==> src/rtl/seg_pkg.sv <==
// Shared display-path definitions: BCD digit count, largest four-digit value and
// the converter state encodings.
package seg_pkg;

    localparam int BCD_DIGITS = 4;
    localparam int BCD_MAX    = 9999;

    typedef enum logic {
        IDLE  = 1'b0,
        SHIFT = 1'b1
    } conv_state_t;

endpackage

==> src/rtl/bcd_add3_digit.sv <==
// Double-dabble digit correction: a BCD digit of 5 or more gets +3 so that the
// following left shift carries correctly into the next decimal digit.
module bcd_add3_digit (
    input  logic [3:0] digit,
    output logic [3:0] adjusted
);

    assign adjusted = (digit >= 4'd5) ? digit + 4'd3 : digit;

endmodule

==> src/rtl/bin_to_bcd_seq.sv <==
// Sequential binary-to-BCD converter, one shift-and-add-3 step per clock.
// Optional saturation to 9999 with overflow flag: define BIN_TO_BCD_SAT_EN.
module bin_to_bcd_seq
    import seg_pkg::*;
#(
    parameter int BIN_W = 14
) (
    input  logic             clk,
    input  logic             rst_n,
    input  logic             start_i,
    input  logic [BIN_W-1:0] bin_i,
    output logic             busy_o,
    output logic             done_o,
    output logic [15:0]      bcd_o,
    output logic             overflow_o
);

    localparam int          SCR_W     = 4 * BCD_DIGITS;
    localparam logic [3:0]  LAST_STEP = 4'(BIN_W - 1);

    conv_state_t        state;
    logic [BIN_W-1:0]   bin_sr;
    logic [SCR_W-1:0]   scratch;
    logic [SCR_W-1:0]   scratch_adj;
    logic [SCR_W-1:0]   scratch_next;
    logic [3:0]         shift_cnt;

    for (genvar g = 0; g < BCD_DIGITS; g++) begin : g_digit
        bcd_add3_digit u_add3 (
            .digit    (scratch[4*g +: 4]),
            .adjusted (scratch_adj[4*g +: 4])
        );
    end

    // The bit shifted out of the thousands digit is a 10000s carry; dropping it
    // leaves the value modulo 10000.
    assign scratch_next = SCR_W'({scratch_adj, bin_sr[BIN_W-1]});

`ifdef BIN_TO_BCD_SAT_EN
    logic wrap_seen;
    logic wrap_now;

    // Any carry out of the thousands digit means the input exceeded 9999; it is
    // sticky because later steps of the same conversion need not carry again.
    assign wrap_now = wrap_seen | scratch_adj[SCR_W-1];
`endif

    always_ff @(posedge clk or negedge rst_n) begin
        if (!rst_n) begin
            state      <= IDLE;
            bin_sr     <= '0;
            scratch    <= '0;
            shift_cnt  <= '0;
            busy_o     <= 1'b0;
            done_o     <= 1'b0;
            bcd_o      <= 16'h0000;
            overflow_o <= 1'b0;
`ifdef BIN_TO_BCD_SAT_EN
            wrap_seen  <= 1'b0;
`endif
        end else begin
            done_o <= 1'b0;
            case (state)
                IDLE: begin
                    if (start_i) begin
                        bin_sr    <= bin_i;
                        scratch   <= '0;
                        shift_cnt <= '0;
                        busy_o    <= 1'b1;
                        state     <= SHIFT;
`ifdef BIN_TO_BCD_SAT_EN
                        wrap_seen <= 1'b0;
`endif
                    end
                end
                SHIFT: begin
                    scratch   <= scratch_next;
                    bin_sr    <= bin_sr << 1;
                    shift_cnt <= shift_cnt + 4'd1;
`ifdef BIN_TO_BCD_SAT_EN
                    wrap_seen <= wrap_now;
`endif
                    if (shift_cnt == LAST_STEP) begin
                        state  <= IDLE;
                        busy_o <= 1'b0;
                        done_o <= 1'b1;
`ifdef BIN_TO_BCD_SAT_EN
                        bcd_o      <= wrap_now ? 16'h9999 : scratch_next;
                        overflow_o <= wrap_now;
`else
                        bcd_o      <= scratch_next;
                        overflow_o <= 1'b0;
`endif
                    end
                end
                default: state <= IDLE;
            endcase
        end
    end

endmodule

==> config.mk <==
export PLATFORM = sky130hd
export DESIGN_NAME = bin_to_bcd_seq
export DESIGN_NICKNAME = d
export VERILOG_FILES = /design/src/rtl/seg_pkg.sv /design/src/rtl/bcd_add3_digit.sv /design/src/rtl/bin_to_bcd_seq.sv
export SDC_FILE = /design/constraint.sdc
export NUM_CORES = 1
export LEC_CHECK = 0
export CELL_PAD_IN_SITES_DETAIL_PLACEMENT = 0
export CELL_PAD_IN_SITES_GLOBAL_PLACEMENT = 1
export CORE_MARGIN = 2
export CORE_UTILIZATION = 43
export CTS_CLUSTER_DIAMETER = 30
export DETAILED_ROUTE_END_ITERATION = 10
export PLACE_DENSITY = 0.89
export SYNTH_ARGS = -nofsm -noshare
export SYNTH_HDL_FRONTEND = slang
export SYNTH_SLANG_ARGS = --single-unit
==> constraint.sdc <==
create_clock -name clk -period 1.7 [get_ports clk]
set_input_delay 0.255 -clock clk [delete_from_list [all_inputs] [get_ports clk]]
set_output_delay 0.255 -clock clk [all_outputs]
set_load 0.02 [all_outputs]
* Word-level counts from Yosys, hierarchy flattened *
Cells that the tools add are included.

word-level totals
  flip-flop bits (word level) = 53
  output and inout port bits = 19

cells by class
  magnitude comparators = 4
  mux-type cells = 18
  equal/unequal tests = 3
  bitwise gates (word level) = 1
  reductions and logical operators = 2
  add/sub/neg operators = 5

operator list
  kind                                                                                  count
  16-bit one-hot mux with 2 select lines                                                1
  14-bit one-hot mux with 2 select lines                                                1
  4-bit by 3-bit greater-or-equal comparator with 1-bit output (second input constant)  4
  16-bit two-way mux                                                                    1
  4-bit two-way mux                                                                     4
  14-bit two-way mux                                                                    1
  4-bit by 2-bit adder with 4-bit output (second input constant)                        3
  4-bit one-hot mux with 2 select lines                                                 1
  1-bit two-way mux                                                                     6
  4-bit by 1-bit adder with 4-bit output (second input constant)                        1
  4-bit equality test (second input constant)                                           1
  1-bit one-hot mux with 2 select lines                                                 2
  2-bit AND reduction                                                                   2
  3-bit by 2-bit adder with 3-bit output (second input constant)                        1
  3-bit two-way mux                                                                     1
  2-bit by 1-bit != test with 1-bit output (second input constant)                      1
  2-bit != test (second input constant)                                                 1
  1-bit NOT                                                                             1

* Longest topological paths before layout *
  word-level depth = 3
  mapped depth = 7
  gate-level depth less buffers = 6

* Hierarchy *
A second synthesis with hierarchy kept.

unflattened totals
  cell total of the unflattened synthesis = 258
  area, all modules = 2546.2 um2

modules (own cells, without submodules)
  module          seq. area each (um2)  times used  area an instance (um2)  cells an instance
  bin_to_bcd_seq  1326.3                1           2140.8                  194
  bcd_add3_digit  0.0                   4           101.3                   16

* Least setup slack after synthesis *
OpenSTA, ideal clock, no wires.

  path type = register to register
  start point = register shift_cnt[1]
  end point = register bcd_o[10]
  stages on the path, launching flop included = 7
  arrival = 1.279 ns
  setup slack = 0.295 ns
  path buffers = 1
  required time = 1.575 ns
  library setup time = 0.125 ns
  clock period less this slack = 1.405 ns
  path through = dfrtp_1 inv_1 ha_1 nand4_4 inv_2 buf_8 mux2_4

between the ends
  cells in the longest elaborated chain, start to end = 2

ends and longest elaborated chain
  element                        line                  source
  from (decl)                    bin_to_bcd_seq.sv:26  logic [3:0] shift_cnt;
  from (signal assigned)         bin_to_bcd_seq.sv:79  shift_cnt <= shift_cnt + 4'd1;
  4-bit equality test            bin_to_bcd_seq.sv:83  if (shift_cnt == LAST_STEP) begin
  2-bit AND reduction (no line)  --
  to (signal assigned)           bin_to_bcd_seq.sv:91  bcd_o <= scratch_next;
  to (decl)                      bin_to_bcd_seq.sv:14  output logic [15:0] bcd_o,

Every way passes these cells.
A chain may end at the register's enable or synchronous reset.

* Final worst setup path *
  start point = register bcd_o[9]
  end point = output port bcd_o[9]

No word-level cell between the ends.

==> impl_metrics.toml <==
[power_and_ir_drop]
p_leak_nw = 1.47
p_int_w = 0.00353
ir_worst_vdd_mv = 0.776
power_density_nw_per_um2 = 1830
comb_power_share_pct = 47.2
p_sw_share_pct = 38.0
switchingPower_w = 0.00216
p_seq_share_pct = 40.1
clkPwrFrac_pct = 12.7

[setup_path]
worstPathMaxFanout = 2
critPathKind = "reg2out"
crit_family = "buffers and inverters"
reg2reg_from = "scratch[12]$_DFFE_PN0P_"
crit_required_ns = 1.44
max_stage_delay_ns = 0.61
critPathArrivalTime_ns = 1.29
cp_num_buf_inv = 1
ff2ff_setup_slack_ns = 0.17
path_cells = "clkdlybuf4s50_1"
cp_slowest_cell = "clkdlybuf4s50_1"
end_kind = "output port"
reg2regPathDepth = 5
crit_path_start_kind = "flip-flop"
rr_endpoint = "bcd_o[14]$_DFFE_PN0P_"

[grt]
grtUsageMet3_pct = 3.52
grt_max_degree = 34
met2_usage_pct = 24.7
met1_usage_pct = 20.4
antenna_found_initial = 0
grt_pass1_vias = 1657
grt_pass1_wl_um = 7840
grtUsageTotal_pct = 15.4
busiest_layer = "met2"
overflow = 0

[timing]
skew_ns = 0.00541
fmax_mhz = 647
slew_violations = 0
finalCriticalPeriod_ns = 1.54
fin_crit_sh_pct = 90.9
setup_tns_ns = 0
hold_viol = 0
rsz0062_at_grt = "no"
setup_viol = 0

[worst_hold_path]
hold_class = "in2async"

[cts]
ctsHoldBuffers = 1
cts_root_buffer = "clkbuf_8"
cts_resized = 0
cts-htree-levels = 2
clk_latency_ns = 0.30
cts.clk_slew.worst_paths_ns = 0.09
tritoncts = "yes"
cts_buffers = 5
clockBufferDepth = 2
clock_sinks = 53
postCtsSetupBuffers = 0

[floorplanning]
die_h_um = 81.7
core_sq_um = 5890
rows = 28
ioPinCount = 36
start_util_pct = 44.1
dieArea_sq_um = 6680
fp.dieW_um = 81.7

[yosys]
ys_warn_count = 0
synthesis.nets = 262
yosys.area.top_type = "dfrtp_1"
ys_seq_elements = 53
yosysSeqAreaShare_pct = 51.1
synth_cell_types = 29
synth.top_cell.area_share_pct = 51.1
avgSynthCellArea_sq_um = 11.1
syn_area_sq_um = 2600
syn-instance-count = 235
yosys-top-cells-area = "dfrtp_1 (51%), mux2i_1 (10%), nand2_1 (4.9%), ha_1 (4.8%), o21ai_0 (4.8%)"

[routing]
drc = 0
drt_iter0_drc = 100
drt-pass1-iter-count = 5
avgRoutedWirePerCell_um = 13.4
vias_per_cell = 5.07
wl_um = 4640
via_count = 1754
ant_nets = 0

[placed_design]
place_hpwl_um = 3340
routabilityCongestion = 0.765
port_buffers = 34

[layout]
final_core_util_pct = 52.8
syn2layout_area_growth_pct = 19.7
diodes = 0
nNetsFinal = 298
drive_gt1_share_pct = 11.4

[flow_run]
drv_cap = 0

[outcome]
status = "finished, final reports clean"
==> cells by family (layout without fill, tap and decap cells) <==
| group | after synthesis | count (layout) | share of synthesized area [%] |
|---|---|---|---|
| DFF | 53 | 53 | 51.1 |
| and+or+nand+nor | 60 | 60 | 11.8 |
| adders and majority gates | 10 | 10 | 4.82 |
| muxes | 34 | 34 | 14.6 |
| xor gates and xnor gates | 6 | 6 | 2.02 |
| other | 1 | 1 | 0.144 |
| AOI/OAI and AO/OA | 47 | 47 | 10.8 |
| buffers and inverters | 24 | 60 | 4.67 |
==> stage by stage <==
| stage | cells | cell area [sq um] | total power, W | setup WS, ns | hold WS [ns] |
|---|---|---|---|---|---|
| final | 346 | 3110 | 0.00569 | 0.155 | 0.442 |
| after global routing | 346 | 3110 | 0.00617 | 0.0590 | 0.482 |
| after CTS | 346 | 3110 | 0.00576 | 0.145 | 0.448 |
| after detailed placement | 338 | 3010 | 0.00503 | 0.193 | 0.248 |
| after global placement | 338 | 3010 | 0.00491 | 0.224 | 0.244 |
| after floorplan | 235 | 2600 | 0.00417 | 0.295 | -0.0406 |
==> cell usage in the layout (no fill, tap or decap), drive strengths merged <==
cell type and instances:
nor2 3, buf 8, xnor2 5, o31ai 2
or2b 1, mux2i 26, dfrtp 53, nor3 4
a21oi 11, nand2b 5, clkinv 1, a22o 1
nor3b 11, inv 10, ha 10, o21ai 25
mux2 8, xor2 1, nand3 1, nand4 1
nand2 34, clkbuf 7, dlygate4sd3 1, a21o 8
conb 1, clkdlybuf4s50 33
==> cells in the mapped netlist <==
cell and instances:
a21oi_2 4, nand3_1 1, o31ai_1 2, a22o_1 1, o21ai_0 25, mux2_4 8, buf_8 1, nand4_4 1
buf_2 7, conb_1 1, inv_1 9, dfrtp_1 53, nor2_1 3, mux2i_1 26, ha_1 10, xor2_1 1
or2b_1 1, inv_2 1, buf_4 3, nor3b_1 11, nor3_1 4, nand2_1 34, clkbuf_1 2, clkinv_1 1
a21o_2 2, a21oi_1 7, nand2b_1 5, xnor2_1 5, a21o_1 6
==> metal layers <==
layer / wire length, um / up-vias
li1: - / 867
met1: 2290 / 843
met2: 2100 / 39
met3: 197 / 5
met4: 50 / 0
met5: 0 / -
==> worst max-delay path by stage <==
stage | startpoint | to | depth (start not counted)
floorplan | shift_cnt[1]$_DFFE_PN0P_ | bcd_o[10]$_DFFE_PN0P_ | 6
global placement | scratch[0]$_DFFE_PN0P_ | bcd_o[2]$_DFFE_PN0P_ | 6
detailed placement | shift_cnt[1]$_DFFE_PN0P_ | bcd_o[14]$_DFFE_PN0P_ | 5
CTS | bcd_o[13]$_DFFE_PN0P_ | bcd_o[13] | 1
global route | scratch[1]$_DFFE_PN0P_ | bcd_o[2]$_DFFE_PN0P_ | 6
finish | bcd_o[9]$_DFFE_PN0P_ | bcd_o[9] | 1
==> flip-flops by register name, summed over array words and instances (netlist names) <==
| name | count |
|---|---|
| shift_cnt | 4 |
| bin_sr | 14 |
| state | 1 |
| scratch | 16 |
| busy_o | 1 |
| done_o | 1 |
| bcd_o | 16 |
==> final cells by class <==
cell class	count	area [sq um]
Tap cell	75	93.8
Multi-Input combinational cell	158	1150
Clock buffer	7	86.3
Inverter	11	41.3
Fill cell	555	2780
Sequential cell	53	1330
Timing Repair Buffer	42	410
==> power groups by stage <==
stage                     Combinational (W)  Sequential, W  Clock [W]
after floorplan                     0.00176        0.00241          0
after global placement              0.00263        0.00229          0
after detailed placement            0.00272        0.00231          0
after CTS                           0.00273        0.00229   0.000745
after global routing                0.00299        0.00236   0.000817
final                               0.00269        0.00228   0.000724
(Power assumes the default switching activity.)
